[src/rtl/rom_arb_pkg.sv]
// ---------------------------------------------------------------------------
// Module   : rom_arb_pkg
// Purpose  : Shared types and defaults for the ROM port arbiter.
// Revision : 1.0 - initial release
// ---------------------------------------------------------------------------
`default_nettype none

package rom_arb_pkg;

  typedef enum logic [1:0] {
    IDLE  = 2'd0,
    IF_RD = 2'd1,
    D_RD  = 2'd2
  } owner_state_t;

  localparam int c_starve_max_default = 4;

endpackage : rom_arb_pkg

`default_nettype wire

[src/rtl/rom_port_arbiter.sv]
// ---------------------------------------------------------------------------
// Module   : rom_port_arbiter
// Purpose  : Shares one synchronous ROM between instruction fetch and loads,
//            data-first priority with a bounded fetch starvation window.
// Revision : 1.0 - initial release
// ---------------------------------------------------------------------------
`default_nettype none

module rom_port_arbiter
  import rom_arb_pkg::*;
#(
  parameter int STARVE_MAX = c_starve_max_default
) (
  input  logic        clock,
  input  logic        resetn,
  input  logic        if_req,
  input  logic [31:0] if_addr,
  output logic        if_gnt,
  output logic        if_rvalid,
  output logic [31:0] if_rdata,
  input  logic        d_req,
  input  logic [31:0] d_addr,
  output logic        d_gnt,
  output logic        d_rvalid,
  output logic [31:0] d_rdata,
  output logic        d_err,
  output logic [31:0] rom_addr,
  input  logic [31:0] rom_data
);

  localparam int                 c_cnt_w      = $clog2(STARVE_MAX + 1);
  localparam logic [c_cnt_w-1:0] c_starve_lim = c_cnt_w'(STARVE_MAX);

  owner_state_t       r_state;
  owner_state_t       w_state_next;
  logic [c_cnt_w-1:0] r_starve;
  logic [31:0]        r_rom_addr;
  logic               r_misalign;

  logic               w_fetch_first;
  logic               w_if_gnt;
  logic               w_d_gnt;
  logic               w_any_gnt;
  logic [31:0]        w_grant_addr;

  // Grants are gated by resetn so nothing is accepted while reset is held.
  assign w_fetch_first = (r_starve == c_starve_lim);
  assign w_if_gnt      = resetn & if_req & (~d_req | w_fetch_first);
  assign w_d_gnt       = resetn & d_req & ~w_if_gnt;
  assign w_any_gnt     = w_if_gnt | w_d_gnt;
  assign w_grant_addr  = w_if_gnt ? if_addr : {d_addr[31:2], 2'b00};

  assign if_gnt   = w_if_gnt;
  assign d_gnt    = w_d_gnt;
  assign rom_addr = w_any_gnt ? w_grant_addr : r_rom_addr;

  // Datapath registers: held ROM address, starvation counter, misalign flag.
  always_ff @(posedge clock or negedge resetn) begin
    if (!resetn) begin
      r_rom_addr <= 32'd0;
      r_starve   <= '0;
      r_misalign <= 1'b0;
    end else begin
      if (w_any_gnt) begin
        r_rom_addr <= w_grant_addr;
      end
      if (!if_req || w_if_gnt) begin
        r_starve <= '0;
      end else if (w_d_gnt) begin
        r_starve <= r_starve + c_cnt_w'(1);
      end
      r_misalign <= w_d_gnt & (d_addr[1:0] != 2'b00);
    end
  end

  always_ff @(posedge clock or negedge resetn) begin
    if (!resetn) begin
      r_state <= IDLE;
    end else begin
      r_state <= w_state_next;
    end
  end

  always_comb begin
    w_state_next = IDLE;
    if (w_if_gnt) begin
      w_state_next = IF_RD;
    end else if (w_d_gnt) begin
      w_state_next = D_RD;
    end
  end

  // The state names the owner of the ROM word arriving this cycle.
  always_comb begin
    if_rvalid = 1'b0;
    if_rdata  = 32'd0;
    d_rvalid  = 1'b0;
    d_rdata   = 32'd0;
    d_err     = 1'b0;
    case (r_state)
      IF_RD: begin
        if_rvalid = 1'b1;
        if_rdata  = rom_data;
      end
      D_RD: begin
        d_rvalid = 1'b1;
        d_rdata  = rom_data;
        d_err    = r_misalign;
      end
      default: begin
        if_rvalid = 1'b0;
      end
    endcase
  end

endmodule : rom_port_arbiter

`default_nettype wire

[config.mk]
export PLATFORM = sky130hd
export DESIGN_NAME = rom_port_arbiter
export DESIGN_NICKNAME = d
export VERILOG_FILES = /design/src/rtl/rom_arb_pkg.sv /design/src/rtl/rom_port_arbiter.sv
export SDC_FILE = /design/constraint.sdc
export NUM_CORES = 1
export LEC_CHECK = 0
export ABC_AREA = 1
export BUFFER_PORTS_ARGS = -buffer_cell sky130_fd_sc_hd__buf_2
export CAP_MARGIN = 20
export CORE_MARGIN = 5
export CORE_UTILIZATION = 30
export DETAILED_ROUTE_END_ITERATION = 12
export PLACE_DENSITY = 0.62
export SLEW_MARGIN = 40
export SYNTH_ARGS = -nofsm -noshare
export SYNTH_HDL_FRONTEND = slang
export SYNTH_SLANG_ARGS = --single-unit
[constraint.sdc]
create_clock -name clock -period 2 [get_ports clock]
set_input_delay 0.4 -clock clock [delete_from_list [all_inputs] [get_ports clock]]
set_output_delay 0.4 -clock clock [all_outputs]
set_load 0.02 [all_outputs]
==> results of run 1 <==
[area by class of cell]
class	count	area share (%)
multi-input combinational	216	33.0
timing repair buffer	237	36.5
tap	108	3.06
inverter	41	3.77
clock inverter	2	0.283
clock buffer	6	1.87
sequential	38	21.5
[per-layer routing]
metal	wire length, um	vias up	global-route usage (%)	share of wire, %
li1	-	1461	-	-
met1	3670	1359	19.8	37
met2	5190	142	29.9	53
met3	967	2	3.86	9.8
met4	42	0	3.29	0.43
met5	0	-	0	0
[cells by family after synthesis]
| family | share of synthesized area, % |
|---|---|
| buffers and inverters | 12.8 |
| flip-flops | 36.7 |
| adder cells (fa/ha/maj) | 0.966 |
| AND/OR/NAND/NOR | 49.2 |
| XOR/XNOR | 0.338 |
[path summary, 6_finish.rpt]
check                               start  slack, ns             end  depth (start not counted)
hold / removal                     resetn       0.16  r_rom_addr[12]                          2
setup / recovery              r_starve[0]      -0.05    rom_addr[12]                          9
setup reg to reg              r_starve[0]       0.54   r_rom_addr[9]                          9
max in group asynchronous          resetn       1.62   r_rom_addr[7]                          2
hold reg to reg            r_rom_addr[21]       0.53  r_rom_addr[21]                          2
min in group clock             d_addr[11]       0.36  r_rom_addr[11]                          3
[registers in the layout (all words and copies together) (netlist names)]
register and cells:
r_state 2, r_misalign 1, r_rom_addr 32, r_starve 3
[worst max-delay path: stages (launching register included)]
cell and delay (ns):
dfrtp_1 0.42, inv_2 0.09, ha_4 0.13, nand2_4 0.06, nand2_8 0.09, nand2_8 0.09
clkbuf_16 0.18, nand3_2 0.07, nand3_2 0.08, buf_6 0.14
[per-stage QoR]
stage	std cells	hold slack, ns	total power [mW]	instance area [um^2]	util (%)
3_3_place_gp	619	0.469	1.72	3710	43.3
2_1_floorplan	319	0.104	1.41	2590	-
5_1_grt	648	0.167	2.68	4420	51.7
4_1_cts	631	0.156	2.45	4100	47.9
6_report	648	0.155	2.54	4420	51.7
3_5_place_dp	619	0.475	1.74	3710	43.3
[report_power, final]
group	switching, mW	internal, mW
clock	0.292	0.278
sequential	0.0274	0.862
combinational	0.590	0.497
[repair_timing]
| action | 4_1_cts | 5_1_grt |
|---|---|---|
| gates cloned | 1 | 2 |
| pin swaps | 2 | 4 |
| resized for setup | 79 | 31 |
| setup endpoints to repair | 33 | 34 |
| buffers inserted | 3 | 15 |
[cells in the mapped netlist]
| cell | number |
|---|---|
| nand3_2 | 60 |
| xor2_1 | 1 |
| buf_6 | 4 |
| buf_12 | 3 |
| ha_1 | 2 |
| nand2_1 | 16 |
| clkbuf_1 | 9 |
| nand2_4 | 2 |
| inv_2 | 3 |
| nor3_1 | 1 |
| inv_1 | 38 |
| buf_2 | 8 |
| nand3_1 | 62 |
| dfrtp_1 | 38 |
| nor2_1 | 70 |
| nand2_2 | 2 |
==> impl_metrics.ini, run 1 <==
[status]
status = complete, but fails checks
violations = negative setup slack

[finish]
drive_gt1_share_pct = 59.8
mostFrequentLayoutCell = buf_2
antenna_cells = 0
nets = 641
final.fill_count = 808
mostFrequentLayoutCells = buf_2 (166), nor2_1 (69), nand3_1 (61)
multi_input_area_um2 = 1460
area_growth_pct = 70.5
ff_latch_area_um2 = 951

[place]
gp_congestion = 0.747
dpl.hpwl_mm = 7.33
port_buffers = 200
pre_cts_slack_ns = 0.135

[power_and_ir_drop]
p_leak_nw = 2.61
ir_drop_uv = 327
cellPowerDensity_nw_per_um2 = 576

[setup_path]
critical_path.max_fanout = 6
start_kind = flip-flop
crit_required_ns = 1.60
worstSetupEndpointType = output port
path_class = flip-flop to output port
crit_arrival_ns = 1.65

[timing]
tns_ns = -0.643
fin_ws_ns = -0.0496
hold_violations = 0
timing.final.max_slew_violations = 0
finClkSkew_ns = 0.00848
slew_headroom_pct = 67.5
max_slew.worst_pin.slew_ns = 0.487
period_minus_slack_ns = 2.05
fin_crit_sh_pct = 102
setup_viol = 32
rsz0062_at_grt = yes
fmax_ghz = 0.488

[hold_path]
hp-class = primary input to async pin

[floorplanning]
die_area_um2 = 10600
io_pins = 201
fp.dieW_um = 103
core_area_um2 = 8550
die_h_um = 103
initial_core_util_pct = 30.3
num_rows = 34

[logic_synthesis]
ys_seq_area_share_pct = 36.7
synth_fp_nets = 421
synth-seq-cells = 38
synth_area_leader_cell = dfrtp_1
syn_inst = 319
yosys_warnings = 0
synth_cell_types = 16
synth_top_area_share_pct = 36.7
syn-cell-area_um2 = 2590
synth_area_leaders = dfrtp_1 (37%), nand3_2 (23%), nand3_1 (12%)
syn_area_per_cell_um2 = 8.12

[routing]
route.detailed.drc = 0
initialDrtViolationCount = 95
vias = 2964
dr.pass1.iters = 4
ant_nets = 0
detail_route.wl_per_cell_um = 15.2
viasPerCell = 4.57
wl_mm = 9.87

[clock_network]
clk_latency_ns = 0.29
cts_buffers = 5
cts_buffer_depth = 2
cts_tree = yes
clock_sinks = 38
path_clk_slew_ns = 0.09
cts_root_buf = clkbuf_8
hold_buffers = 0
htreeDepth = 2

[grt]
grt_antenna_before_repair = 0
grt_pass1_wl_mm = 13.8
grt-ovfl-total = 0
grt_max_degree = 35
track_usage_pct = 16.5
grt_pass1_vias = 2779

[job]
cap_violations = 0
Note: power is estimated with default switching activity, not from simulation.
==> inputs of run 2 (changes only) <==
Settings changed: CORE_MARGIN 5 to 8.
==> run 2 against run 1 <==
The run still ends with negative setup slack left. Wire length increased by 3.6%. Power rose by 9.6%. Critical path depth stayed put. Utilization increased by 0.25 points. Critical path type unchanged.
==> impl_metrics.ini, run 2 (synthesized netlist as in run 1, its figures left out) <==
[clock_network]
path_clk_slew_ns = 0.08
cts_root_buf = clkbuf_8
cts_buffer_depth = 2
cts_tree = yes
clock_sinks = 38
htreeDepth = 2
cts_buffers = 5
clk_latency_ns = 0.29

[finish]
design_area_um2 = 4440
largest_register = r_rom_addr
drive_gt1_share_pct = 59.4
mostFrequentLayoutCell = buf_2
antenna_cells = 0
largest_reg_flops = 32
reg_top3 = r_rom_addr (32), r_starve (3), r_state (2)
mostFrequentLayoutCells = buf_2 (167), nor2_1 (69), nand3_1 (62)
area_growth_pct = 71.4
instances_no_fill = 655
nets = 648

[job]
cap_violations = 0

[setup_path]
crit_arrival_ns = 1.66
rr_worst_depth = 10
crit_required_ns = 1.60
path_class = flip-flop to output port
critical_path.max_fanout = 6
worstSetupEndpointType = output port
start_kind = flip-flop

[floorplanning]
io_pins = 201
die_h_um = 109
die_area_um2 = 11900
num_rows = 34
core_area_um2 = 8550
initial_core_util_pct = 30.3
fp.dieW_um = 109

[place]
dpl.hpwl_mm = 7.80
placedCellCount = 620
dpl_cell_area_um2 = 3730
port_buffers = 200
gp_congestion = 0.814
pre_cts_slack_ns = 0.120

[timing]
fin_ws_ns = -0.0576
timing.final.max_slew_violations = 0
max_slew.worst_pin.slew_ns = 0.491
period_minus_slack_ns = 2.06
tns_ns = -0.576
slew_headroom_pct = 67.2
rsz0062_at_grt = yes
hold_violations = 0
finClkSkew_ns = 0.00944
setup_viol = 31
fmax_ghz = 0.486
fin_crit_sh_pct = 103

[routing]
ant_nets = 0
wl_mm = 10.2
vias = 2976
viasPerCell = 4.54
initialDrtViolationCount = 150
dr.pass1.iters = 4
detail_route.wl_per_cell_um = 15.6
route.detailed.drc = 0

[power_and_ir_drop]
p_total_mw = 2.79
ir_drop_uv = 332
cellPowerDensity_nw_per_um2 = 628
p_leak_nw = 2.64

[status]
status = complete, but fails checks
violations = negative setup slack

[grt]
grt_pass1_wl_mm = 14.7
track_usage_pct = 15.6
grt-ovfl-total = 0
grt_antenna_before_repair = 0
grt_pass1_vias = 2978
grt_max_degree = 35

[hold_path]
hp-class = primary input to async pin
## run 2: per-layer routing
metal	GRT usage [%]	vias up	wire, um
met1	18.3	1342	4020
met2	26.6	148	4940
met3	4.79	9	1130
li1	-	1477	-
met5	0	-	0
met4	4.59	0	144
## run 2: worst max-delay path, stage by stage, from the launching register on
cell and delay [ns]:
dfrtp_1 0.40, inv_2 0.09, ha_4 0.14, nand2_4 0.06
nand2_8 0.09, nand2_8 0.11, clkbuf_16 0.19, nand3_2 0.06
nand3_2 0.09, buf_6 0.15
## run 2: final cells by class
class                           count  area, um^2
Clock buffer                        5        68.8
Clock inverter                      3        68.8
Fill cell                         781        4110
Inverter                           41         156
Multi-Input combinational cell    216        1400
Sequential cell                    38         951
Tap cell                          108         135
Timing Repair Buffer              244        1660
## run 2: repair_timing
| item | CTS | global route |
|---|---|---|
| cloned | 2 | 1 |
| pin swaps | 2 | 2 |
| setup endpoints to repair | 33 | 33 |
| resized for setup | 53 | 37 |
| buffers inserted | 4 | 19 |
| hold buffers | 1 | 0 |
| endpoints found under the hold margin | 2 | 0 |
## run 2: stage by stage
step	hold slack (ns)	util, %
after global placement	0.237	43.6
after detailed placement	0.236	43.6
after floorplan	0.104	-
after CTS	0.142	48.3
final	0.148	51.9
after global routing	0.164	51.9
## run 2: report_power, final
part	internal [mW]	leakage, nW	switching (mW)
clock	0.500	0.0683	0.295
combinational	0.514	2.10	0.590
sequential	0.862	0.470	0.0276
total	1.88	2.64	0.913
## run 2: worst paths after layout
check | from | to | slack (ns)
max in group asynchronous | resetn | r_rom_addr[30] | 1.36
hold reg to reg | r_rom_addr[1] | r_rom_addr[1] | 0.52
setup reg to reg | r_starve[0] | r_rom_addr[7] | 0.47
setup / recovery | r_starve[0] | rom_addr[24] | -0.06
hold / removal | resetn | r_rom_addr[12] | 0.15
min in group clock | if_addr[1] | r_rom_addr[1] | 0.35
==> inputs of run 3 (changes only) <==
Settings changed: RECOVER_POWER set to 50.
==> run 3 against run 2 <==
The run still ends with negative setup slack left. Clock skew is the same. Via count is essentially flat. Register-to-register slack is essentially flat. Wire length is essentially flat.
==> impl_metrics.ini, run 3 (synthesized netlist as in run 1, its figures left out) <==
[timing]
period_minus_slack_ns = 2.06
setup_viol = 31
finClkSkew_ns = 0.00944
rsz0062_at_grt = yes
hold_violations = 0
fmax_ghz = 0.486
slew_headroom_pct = 28.8
fin_ws_ns = -0.0576
max_slew.worst_pin.slew_ns = 1.07
fin_crit_sh_pct = 103
timing.final.max_slew_violations = 0

[setup_path]
path_cells = inv_2 > ha_4 > nand2_4 > nand2_8 > nand2_8 > clkbuf_16 > nand3_2 > nand3_2 > buf_6
cp_top_family = buffers and inverters
cp_num_buf_inv = 3
r2r-end = r_rom_addr[7]
path_class = flip-flop to output port
slowest_stage = dfrtp_1
crit_arrival_ns = 1.66
rr_startpoint = r_starve[0]
start_kind = flip-flop
rrSetupSlack_ns = 0.47
crit_required_ns = 1.60
critical_path.max_fanout = 6
worstSetupEndpointType = output port
startpoint = r_starve[0]
max_stage_delay_ns = 0.40
rr_worst_depth = 10

[clock_network]
cts_buffer_depth = 2
cts_buffers = 5
htreeDepth = 2
path_clk_slew_ns = 0.08
cts_tree = yes
clock_sinks = 38
clk_latency_ns = 0.29
cts_root_buf = clkbuf_8

[routing]
viasPerCell = 4.54
dr.pass1.iters = 4
route.detailed.drc = 0
initialDrtViolationCount = 149
wl_mm = 10.2
vias = 2975
ant_nets = 0
detail_route.wl_per_cell_um = 15.6

[hold_path]
min_to = r_rom_addr[1]
min_path_cells = 3
worstHoldStart = if_addr[1]
hp-class = primary input to flip-flop

[place]
port_buffers = 200
pre_cts_slack_ns = 0.120
dpl.hpwl_mm = 7.80
placedCellCount = 620
gp_congestion = 0.814

[finish]
nets = 648
drive_gt1_share_pct = 59.0
area_growth_pct = 71.1
final_util_pct = 51.8
reg_top3 = r_rom_addr (32), r_starve (3), r_state (2)
mostFrequentLayoutCell = buf_2
antenna_cells = 0
largest_reg_flops = 32
largest_register = r_rom_addr
mostFrequentLayoutCells = buf_2 (167), nor2_1 (69), nand3_1 (62)
instances_no_fill = 655

[floorplanning]
fp.dieW_um = 109
num_rows = 34
core_area_um2 = 8550
initial_core_util_pct = 30.3
die_area_um2 = 11900
io_pins = 201
die_h_um = 109

[power_and_ir_drop]
ir_drop_uv = 332
cellPowerDensity_nw_per_um2 = 629
p_leak_nw = 2.63

[grt]
track_usage_pct = 15.6
grt_antenna_before_repair = 0
grt_pass1_wl_mm = 14.7
grt_pass1_vias = 2978
grt_max_degree = 35
grt-ovfl-total = 0

[status]
violations = negative setup slack
status = complete, but fails checks

[job]
cap_violations = 0
## run 3: cell count changes in the layout (fill, tap and decap cells not counted)
| cell | delta |
|---|---|
| clkbuf_1 | +2 |
| buf_4 | -2 |
## run 3: how the worst max path moves through the flow
| stage | to | slack, ns | cells past startpoint |
|---|---|---|---|
| floorplan | if_rdata[0] | 0.28 | 4 |
| global placement | rom_addr[30] | 0.17 | 9 |
| detailed placement | rom_addr[30] | 0.12 | 9 |
| CTS | rom_addr[30] | -0.06 | 9 |
| global route | rom_addr[24] | -0.13 | 9 |
| finish | rom_addr[24] | -0.06 | 9 |
## run 3: worst register-to-register path, cell delays in order, from the launching register on
cell	delay [ns]
dfrtp_1	0.40
inv_2	0.09
ha_4	0.14
nand2_4	0.06
nand2_8	0.09
nand2_8	0.11
buf_16	0.16
nand3_2	0.06
nand3_2	0.07
buf_4	0.14
buf_4	0.12
## run 3: layout make-up
| type | instances | area (um^2) |
|---|---|---|
| clock inverters | 3 | 68.8 |
| inverters | 41 | 156 |
| fillers | 785 | 4120 |
| flip-flops and latches | 38 | 951 |
| well taps | 108 | 135 |
| repair buffers | 244 | 1650 |
| multi-input cells | 216 | 1400 |
| clock buffers | 5 | 68.8 |
## run 3: layer usage
layer,vias up,track usage (%),wire length [um]
met1,1341,18.3,4020
met2,148,26.6,4930
met3,9,4.79,1130
li1,1477,-,-
met5,-,0,0
met4,0,4.59,144
## run 3: repair_timing
| action | in CTS | in global routing |
|---|---|---|
| pin swaps | 2 | 2 |
| endpoints found under the setup margin | 33 | 33 |
| hold endpoints to repair | 2 | 0 |
| cloned | 2 | 1 |
| resized for setup | 53 | 37 |
| hold buffers | 1 | 0 |
| buffers inserted | 4 | 19 |
## run 3: power breakdown
group,switching [mW],leakage (nW),internal [mW]
clock,0.295,0.0683,0.500
combinational,0.590,2.09,0.512
sequential,0.0276,0.470,0.862
total,0.913,2.63,1.87
## run 3: stage by stage
step | area (um^2) | setup TNS, ns | hold slack [ns] | total power, mW
floorplan | 2590 | 0 | 0.104 | 1.41
global placement | 3730 | 0 | 0.237 | 1.74
detailed placement | 3730 | 0 | 0.236 | 1.75
CTS | 4130 | -0.978 | 0.142 | 2.66
global route | 4430 | -3.17 | 0.359 | 2.93
finish | 4430 | -0.575 | 0.351 | 2.79
